==> src/rtl/muldiv_sequencer.sv <==
// Iterative radix-2 multiply/divide unit for MULT/MULTU/DIV/DIVU.
// Owns HI/LO, stalls the front of the pipeline while busy, and aborts on a MEM branch flush.
module muldiv_sequencer #(
    parameter int XLEN = 32
) (
    input  logic            clk_i,
    input  logic            n_rst_i,
    input  logic            start_i,
    input  logic [1:0]      op_i,
    input  logic [XLEN-1:0] a_i,
    input  logic [XLEN-1:0] b_i,
    input  logic            flush_i,
    output logic            stall_o,
    output logic            busy_o,
    output logic            done_o,
    output logic            div_by_zero_o,
    output logic [XLEN-1:0] hi_o,
    output logic [XLEN-1:0] lo_o
);

    localparam int CW = $clog2(XLEN);

    typedef enum logic [1:0] {
        S_IDLE,
        S_RUN,
        S_FIXUP,
        S_DONE
    } state_t;

    // op[1] selects divide, op[0] selects the unsigned variant
    state_t              state_q, state_d;
    logic [CW-1:0]       cnt_q, cnt_d;
    logic [1:0]          op_q, op_d;
    logic [XLEN-1:0]     opa_q, opa_d;
    logic [XLEN-1:0]     opb_q, opb_d;
    logic                sign_a_q, sign_a_d;
    logic                sign_b_q, sign_b_d;
    logic [2*XLEN-1:0]   acc_q, acc_d;
    logic                dz_q, dz_d;
    logic [XLEN-1:0]     hi_q, hi_d;
    logic [XLEN-1:0]     lo_q, lo_d;

    logic                accept;
    logic                in_neg_a, in_neg_b;
    logic [XLEN-1:0]     in_mag_a, in_mag_b;
    logic [XLEN:0]       mul_sum;
    logic [2*XLEN-1:0]   mul_next;
    logic [XLEN:0]       div_rem_sh;
    logic                div_ge;
    logic [XLEN-1:0]     div_diff;
    logic [2*XLEN-1:0]   div_next;
    logic [XLEN-1:0]     quot, rem, orig_a;

    // Datapath terms shared by the FSM below.
    always_comb begin
        accept   = (state_q == S_IDLE) && start_i && !flush_i;
        in_neg_a = !op_i[0] && a_i[XLEN-1];
        in_neg_b = !op_i[0] && b_i[XLEN-1];
        in_mag_a = in_neg_a ? -a_i : a_i;
        in_mag_b = in_neg_b ? -b_i : b_i;

        // Multiply: {upper product, remaining multiplier bits} shifts right each step.
        mul_sum  = {1'b0, acc_q[2*XLEN-1:XLEN]} + (acc_q[0] ? {1'b0, opa_q} : '0);
        mul_next = {mul_sum, acc_q[XLEN-1:1]};

        // Divide: the partial remainder is always below the divisor, so the shifted
        // value needs one extra bit and the difference fits back into XLEN bits.
        div_rem_sh = acc_q[2*XLEN-1:XLEN-1];
        div_ge     = div_rem_sh >= {1'b0, opb_q};
        div_diff   = div_rem_sh[XLEN-1:0] - opb_q;
        div_next   = {(div_ge ? div_diff : div_rem_sh[XLEN-1:0]), acc_q[XLEN-2:0], div_ge};

        quot   = acc_q[XLEN-1:0];
        rem    = acc_q[2*XLEN-1:XLEN];
        orig_a = sign_a_q ? -opa_q : opa_q;
    end

    always_comb begin
        // NOTE: every next-state signal takes its hold value first so no path infers a latch.
        state_d  = state_q;
        cnt_d    = cnt_q;
        op_d     = op_q;
        opa_d    = opa_q;
        opb_d    = opb_q;
        sign_a_d = sign_a_q;
        sign_b_d = sign_b_q;
        acc_d    = acc_q;
        dz_d     = dz_q;
        hi_d     = hi_q;
        lo_d     = lo_q;

        unique case (state_q)
            S_IDLE: begin
                if (accept) begin
                    op_d     = op_i;
                    opa_d    = in_mag_a;
                    opb_d    = in_mag_b;
                    sign_a_d = in_neg_a;
                    sign_b_d = in_neg_b;
                    dz_d     = 1'b0;
                    cnt_d    = '0;
                    // Multiplier rides in the low half; dividend becomes the quotient seed.
                    acc_d    = {{XLEN{1'b0}}, (op_i[1] ? in_mag_a : in_mag_b)};
                    state_d  = S_RUN;
                end
            end

            S_RUN: begin
                if (flush_i) begin
                    cnt_d   = '0;
                    state_d = S_IDLE;
                end else begin
                    acc_d = op_q[1] ? div_next : mul_next;
                    cnt_d = cnt_q + CW'(1);
                    if (cnt_q == CW'(XLEN - 1)) begin
                        cnt_d   = '0;
                        state_d = S_FIXUP;
                    end
                end
            end

            S_FIXUP: begin
                if (flush_i) begin
                    state_d = S_IDLE;
                end else begin
                    if (!op_q[1]) begin
                        if (sign_a_q ^ sign_b_q) acc_d = -acc_q;
                    end else if (opb_q == '0) begin
                        acc_d = {orig_a, {XLEN{1'b1}}};
                        dz_d  = 1'b1;
                    end else begin
                        acc_d = {(sign_a_q ? -rem : rem),
                                 ((sign_a_q ^ sign_b_q) ? -quot : quot)};
                    end
                    state_d = S_DONE;
                end
            end

            S_DONE: begin
                if (!flush_i) begin
                    hi_d = acc_q[2*XLEN-1:XLEN];
                    lo_d = acc_q[XLEN-1:0];
                end
                state_d = S_IDLE;
            end

            default: state_d = S_IDLE;
        endcase
    end

    always_ff @(posedge clk_i or negedge n_rst_i) begin
        if (!n_rst_i) begin
            state_q  <= S_IDLE;
            cnt_q    <= '0;
            op_q     <= '0;
            opa_q    <= '0;
            opb_q    <= '0;
            sign_a_q <= 1'b0;
            sign_b_q <= 1'b0;
            acc_q    <= '0;
            dz_q     <= 1'b0;
            hi_q     <= '0;
            lo_q     <= '0;
        end else begin
            // NOTE: non-blocking assignments so every flop samples pre-edge values.
            state_q  <= state_d;
            cnt_q    <= cnt_d;
            op_q     <= op_d;
            opa_q    <= opa_d;
            opb_q    <= opb_d;
            sign_a_q <= sign_a_d;
            sign_b_q <= sign_b_d;
            acc_q    <= acc_d;
            dz_q     <= dz_d;
            hi_q     <= hi_d;
            lo_q     <= lo_d;
        end
    end

    // Stall drops in DONE so the instruction leaves EX on that edge and is not re-issued.
    assign stall_o       = accept || (state_q == S_RUN) || (state_q == S_FIXUP);
    assign busy_o        = (state_q != S_IDLE);
    assign done_o        = (state_q == S_DONE);
    assign div_by_zero_o = (state_q == S_DONE) && dz_q;
    assign hi_o          = hi_q;
    assign lo_o          = lo_q;

endmodule

==> config.mk <==
export PLATFORM = sky130hd
export DESIGN_NAME = muldiv_sequencer
export DESIGN_NICKNAME = d
export VERILOG_FILES = /design/src/rtl/muldiv_sequencer.sv
export SDC_FILE = /design/constraint.sdc
export NUM_CORES = 1
export LEC_CHECK = 0
export CELL_PAD_IN_SITES_DETAIL_PLACEMENT = 2
export CELL_PAD_IN_SITES_GLOBAL_PLACEMENT = 2
export CORE_ASPECT_RATIO = 1.5
export CORE_MARGIN = 2
export CORE_UTILIZATION = 37
export CTS_BUF_LIST = sky130_fd_sc_hd__clkbuf_4 sky130_fd_sc_hd__clkbuf_8
export CTS_CLUSTER_DIAMETER = 100
export DETAILED_ROUTE_END_ITERATION = 6
export PLACE_DENSITY = 0.85
export SKIP_LAST_GASP = 1
export SYNTH_ARGS = -nofsm -noshare
export SYNTH_HDL_FRONTEND = slang
export SYNTH_SLANG_ARGS = --single-unit
==> constraint.sdc <==
create_clock -name clk_i -period 3.75 [get_ports clk_i]
set_input_delay 0.75 -clock clk_i [delete_from_list [all_inputs] [get_ports clk_i]]
set_output_delay 0.75 -clock clk_i [all_outputs]
set_load 0.03 [all_outputs]
==> flow_summary.json <==
{
  "timing.max_slew.rel_slack_pct": 32.1,
  "synth_seq_area_share_pct": 29.4,
  "tritoncts_num_sinks": 203,
  "cp-startpoint": "acc_q[0]",
  "slew_violations": 0,
  "antenna_found_initial": 2,
  "placed_area_sq_um": 20500,
  "vias_per_cell": 6.33,
  "drc_errors": 0,
  "share_clk_of_total_power_pct": 10.5,
  "critical_path.endpoint": "acc_q[58]",
  "power.share.switching_pct": 54.7,
  "postLayoutCellArea_sq_um": 21400,
  "cp_max_fo": 5,
  "status": "completed",
  "boundaryPins": 138,
  "cp_slowest_stage_delay_ps": 700,
  "dp_slack_ps": -158,
  "final.setup.tns_ps": 0,
  "die-height_microns": 269,
  "final_layout_size_suffix_gt1_share_pct": 15.4,
  "synthArstFlopShare_pct": 100,
  "synth.lib_cells_used.distinct": 79,
  "critical_path_depth": 14,
  "latest_clock_arrival_within_the_worst_skew_pair_ps": 630,
  "vias_in_the_first_global_route": 21500,
  "maximum_level_of_the_cts_h_tree": 2,
  "routabilityCongestion": 0.963,
  "synth-edff-count": 0,
  "drt-pass1-iter-count": 6,
  "place.detailed.hpwl_microns": 68100,
  "antenna_violating_nets_post_route": 0,
  "internal_power_mw": 10.8,
  "finalSetupViolCount": 0,
  "power.density_cell_area_nw_per_um2": 1110,
  "path_common_cell": "buf_4",
  "share_of_the_clock_period_used_by_the_worst_path_pct": 98.4,
  "hold_path_class": "input pin to asynchronous set/reset pin",
  "timing.critical_path.cells": "buf_4, inv_1, buf_4, ha_1, nand2b_1, or4_1, or3_1, buf_4, o21ai_1, a21oi_1, o21ai_1, o31ai_1, a22oi_1, o211ai_1",
  "drv.max_cap_violation_count": 0,
  "power.ir.vdd_worst_mv": 0.459,
  "post-route-worst-setup-slack_ps": 58.9,
  "total_leakage_power_nw": 9.33,
  "drtIter0Drc": 1068,
  "post-place-cells": 2971,
  "instance_count_of_the_mapped_netlist": 2176,
  "flip_flop_and_latch_count_after_synthesis": 203,
  "detailroute.via_count": 19200,
  "critical-path-top-delay-family": "simple AND/OR/NAND/NOR gates",
  "critical_path.startpoint_type": "register",
  "power_frac_seq_pct": 18.4,
  "hold_viol_final": 0,
  "timing.fmax_mhz": 271,
  "r2r_end": "acc_q[58]",
  "power_switching_mw": 13.0,
  "floorplan.die_area_sq_um": 48500,
  "finClkSkew_ps": 66.6,
  "arrival_ps": 4130,
  "ys_warn_count": 0,
  "grt_pass1_wl_microns": 137000,
  "cts_max_path_buffers": 3,
  "core_area_sq_um": 46400,
  "crit_path_end_kind": "register",
  "cp.required_ps": 4190,
  "final_routed_wire_length_divided_by_cell_count_microns": 30.6,
  "layout_min_cycle_time_ps": 3690,
  "grt-ovfl-total": 0,
  "global_route.usage.total_pct": 37.3,
  "synthesized_net_count": 2324,
  "crit_slowest_cell": "or4_1",
  "initial_util_pct": 37.3,
  "cts_inserted_buffers": 37,
  "post_layout_nonfiller_instances": 3035,
  "worst-slew-pin-transition_ps": 1010,
  "count_of_buffers_from_port_buffering": 137,
  "timing.setup.critical_path_class": "register to register",
  "power_frac_comb_pct": 71.1,
  "timing.reg2reg.setup_slack_ps": 60,
  "tritoncts": "yes",
  "worstReg2RegStart": "acc_q[0]",
  "synthesis.area_per_instance_sq_um": 7.94,
  "synth_flop_cell": "dfrtp_1",
  "synthesis_to_layout_area_growth_pct": 23.8,
  "routed_wirelength_microns": 92800,
  "fp_rows": 97,
  "timing.reg2reg.worst_path_depth": 14,
  "cp.buffers_inverters": 4,
  "design.final.nets": 2566,
  "synth.cell_area_sq_um": 17300,
  "final.fill_count": 5110,
  "grt_start_max_net_pins": 91,
  "total_power_mw": 23.8,
  "clock-root-buffer": "clkbuf_8",
  "chip_width_microns": 180,
  "clk_pin_slew_worst_paths_ps": 70
}
-- per-layer routing --
layer  up-vias  part of all wire [%]  wire length [microns]  track usage, %
met1      9735                    36                  33300            38.6
li1       8309                     -                      -               -
met3       384                   4.6                   4230            5.48
met4         2                   9.4                   8710            30.5
met5         -                 0.014                     13               0
met2       770                    50                  46600            67.2
-- worst reg2reg max path: stages (launching register included) --
cell and delay, ps:
dfrtp_1 430, buf_4 180, inv_1 100, buf_4 190, ha_1 210, nand2b_1 90, or4_1 700, or3_1 490
buf_4 180, o21ai_1 130, a21oi_1 90, o21ai_1 150, o31ai_1 90, a22oi_1 340, o211ai_1 150
-- per-stage QoR --
stage                     hold WS [ps]  util (%)
after floorplan                    454         -
after global routing               227      46.1
final                              170      46.1
after global placement             464      44.1
after detailed placement           478      44.1
after CTS                          191      45.9
-- area by class of cell --
| class | instances | area, sq um | area share [%] |
|---|---|---|---|
| Clock buffer | 55 | 694 | 3.25 |
| Sequential cell | 203 | 5080 | 23.8 |
| Inverter | 79 | 297 | 1.39 |
| Multi-Input combinational cell | 1757 | 11500 | 54.0 |
| Tap cell | 594 | 743 | 3.47 |
| Antenna cell | 1 | 2.50 | 0.0117 |
| Timing Repair Buffer | 340 | 2920 | 13.7 |
| Clock inverter | 6 | 103 | 0.480 |
-- worst min-delay path by stage --
stage / endpoint / start
after floorplan: acc_q[0] / n_rst_i
after global routing: hi_o[11] / n_rst_i
final: hi_o[12] / n_rst_i
after detailed placement: lo_o[28] / lo_o[28]
after CTS: hi_o[11] / n_rst_i
after global placement: hi_o[8] / hi_o[8]
-- flip-flops by register name, summed over array words and instances (netlist names) --
name and cells:
sign_b_q 1, opb_q 32, cnt_q 5, hi_o 32
acc_q 64, state_q 2, lo_o 32, sign_a_q 1
dz_q 1, opa_q 32, op_q 1
-- power by group through the flow --
stage,Combinational (mW),Clock [mW],Sequential [mW]
floorplan,9.14,0,4.44
finish,16.9,2.49,4.38
global placement,15.3,0,4.20
global route,17.9,2.58,4.46
detailed placement,16.1,0,4.33
CTS,16.5,2.51,4.34
-- cell families (layout without fill, tap and decap cells) --
kind of cell	count (synthesis)	after routing	synth area share, %
simple gates	715	715	19.4
flops	203	203	29.4
other cells	0	1	0
compound gates	657	657	23.7
mux	116	116	7.22
buf+inv	216	480	4.79
fa+ha+maj	78	78	5.74
xor+xnor	191	191	9.68
-- layout by cell type (no fill, tap or decap), types with 10 or more instances in the layout --
cell type	n
mux2_2	69
buf_4	201
nor2_1	151
a31oi_1	24
clkbuf_4	10
a21oi_1	143
mux2i_1	47
nand3_1	47
a211o_1	10
and3_1	11
nor3_1	56
and2_1	40
or4_1	10
o21ai_1	27
o221ai_1	10
ha_1	71
o211ai_1	38
xnor2_1	125
a211oi_1	13
clkdlybuf4s50_1	135
nand4_1	18
o21ai_0	216
xor2_1	66
nand2b_1	17
nand2_1	266
a21o_1	33
nor4_1	37
o31ai_1	28
or3_1	20
inv_1	77
dfrtp_1	201
clkbuf_8	45
-- Yosys cell counts (all sizes together) (33+ instances only) --
| library cell | n | area, sq um |
|---|---|---|
| xor2 | 66 | 578 |
| a21oi | 145 | 729 |
| nand2 | 268 | 1010 |
| dfrtp | 203 | 5080 |
| and2 | 40 | 250 |
| ha | 76 | 951 |
| clkbuf | 120 | 450 |
| a21o | 33 | 248 |
| nor4 | 40 | 256 |
| nand3 | 48 | 240 |
| nor2 | 153 | 574 |
| o21ai | 244 | 1220 |
| xnor2 | 125 | 1090 |
| inv | 77 | 289 |
| o211ai | 38 | 285 |
| mux2i | 47 | 470 |
| nor3 | 57 | 285 |
| mux2 | 69 | 777 |
-- what timing repair did --
item / in CTS / in global routing
resized for setup: 3 / 21
pin swaps: 0 / 2
setup endpoints to repair: 2 / 17
buffers inserted: 0 / 2
hold buffers: 0 / 0
Note: power is estimated with default switching activity, not from simulation.
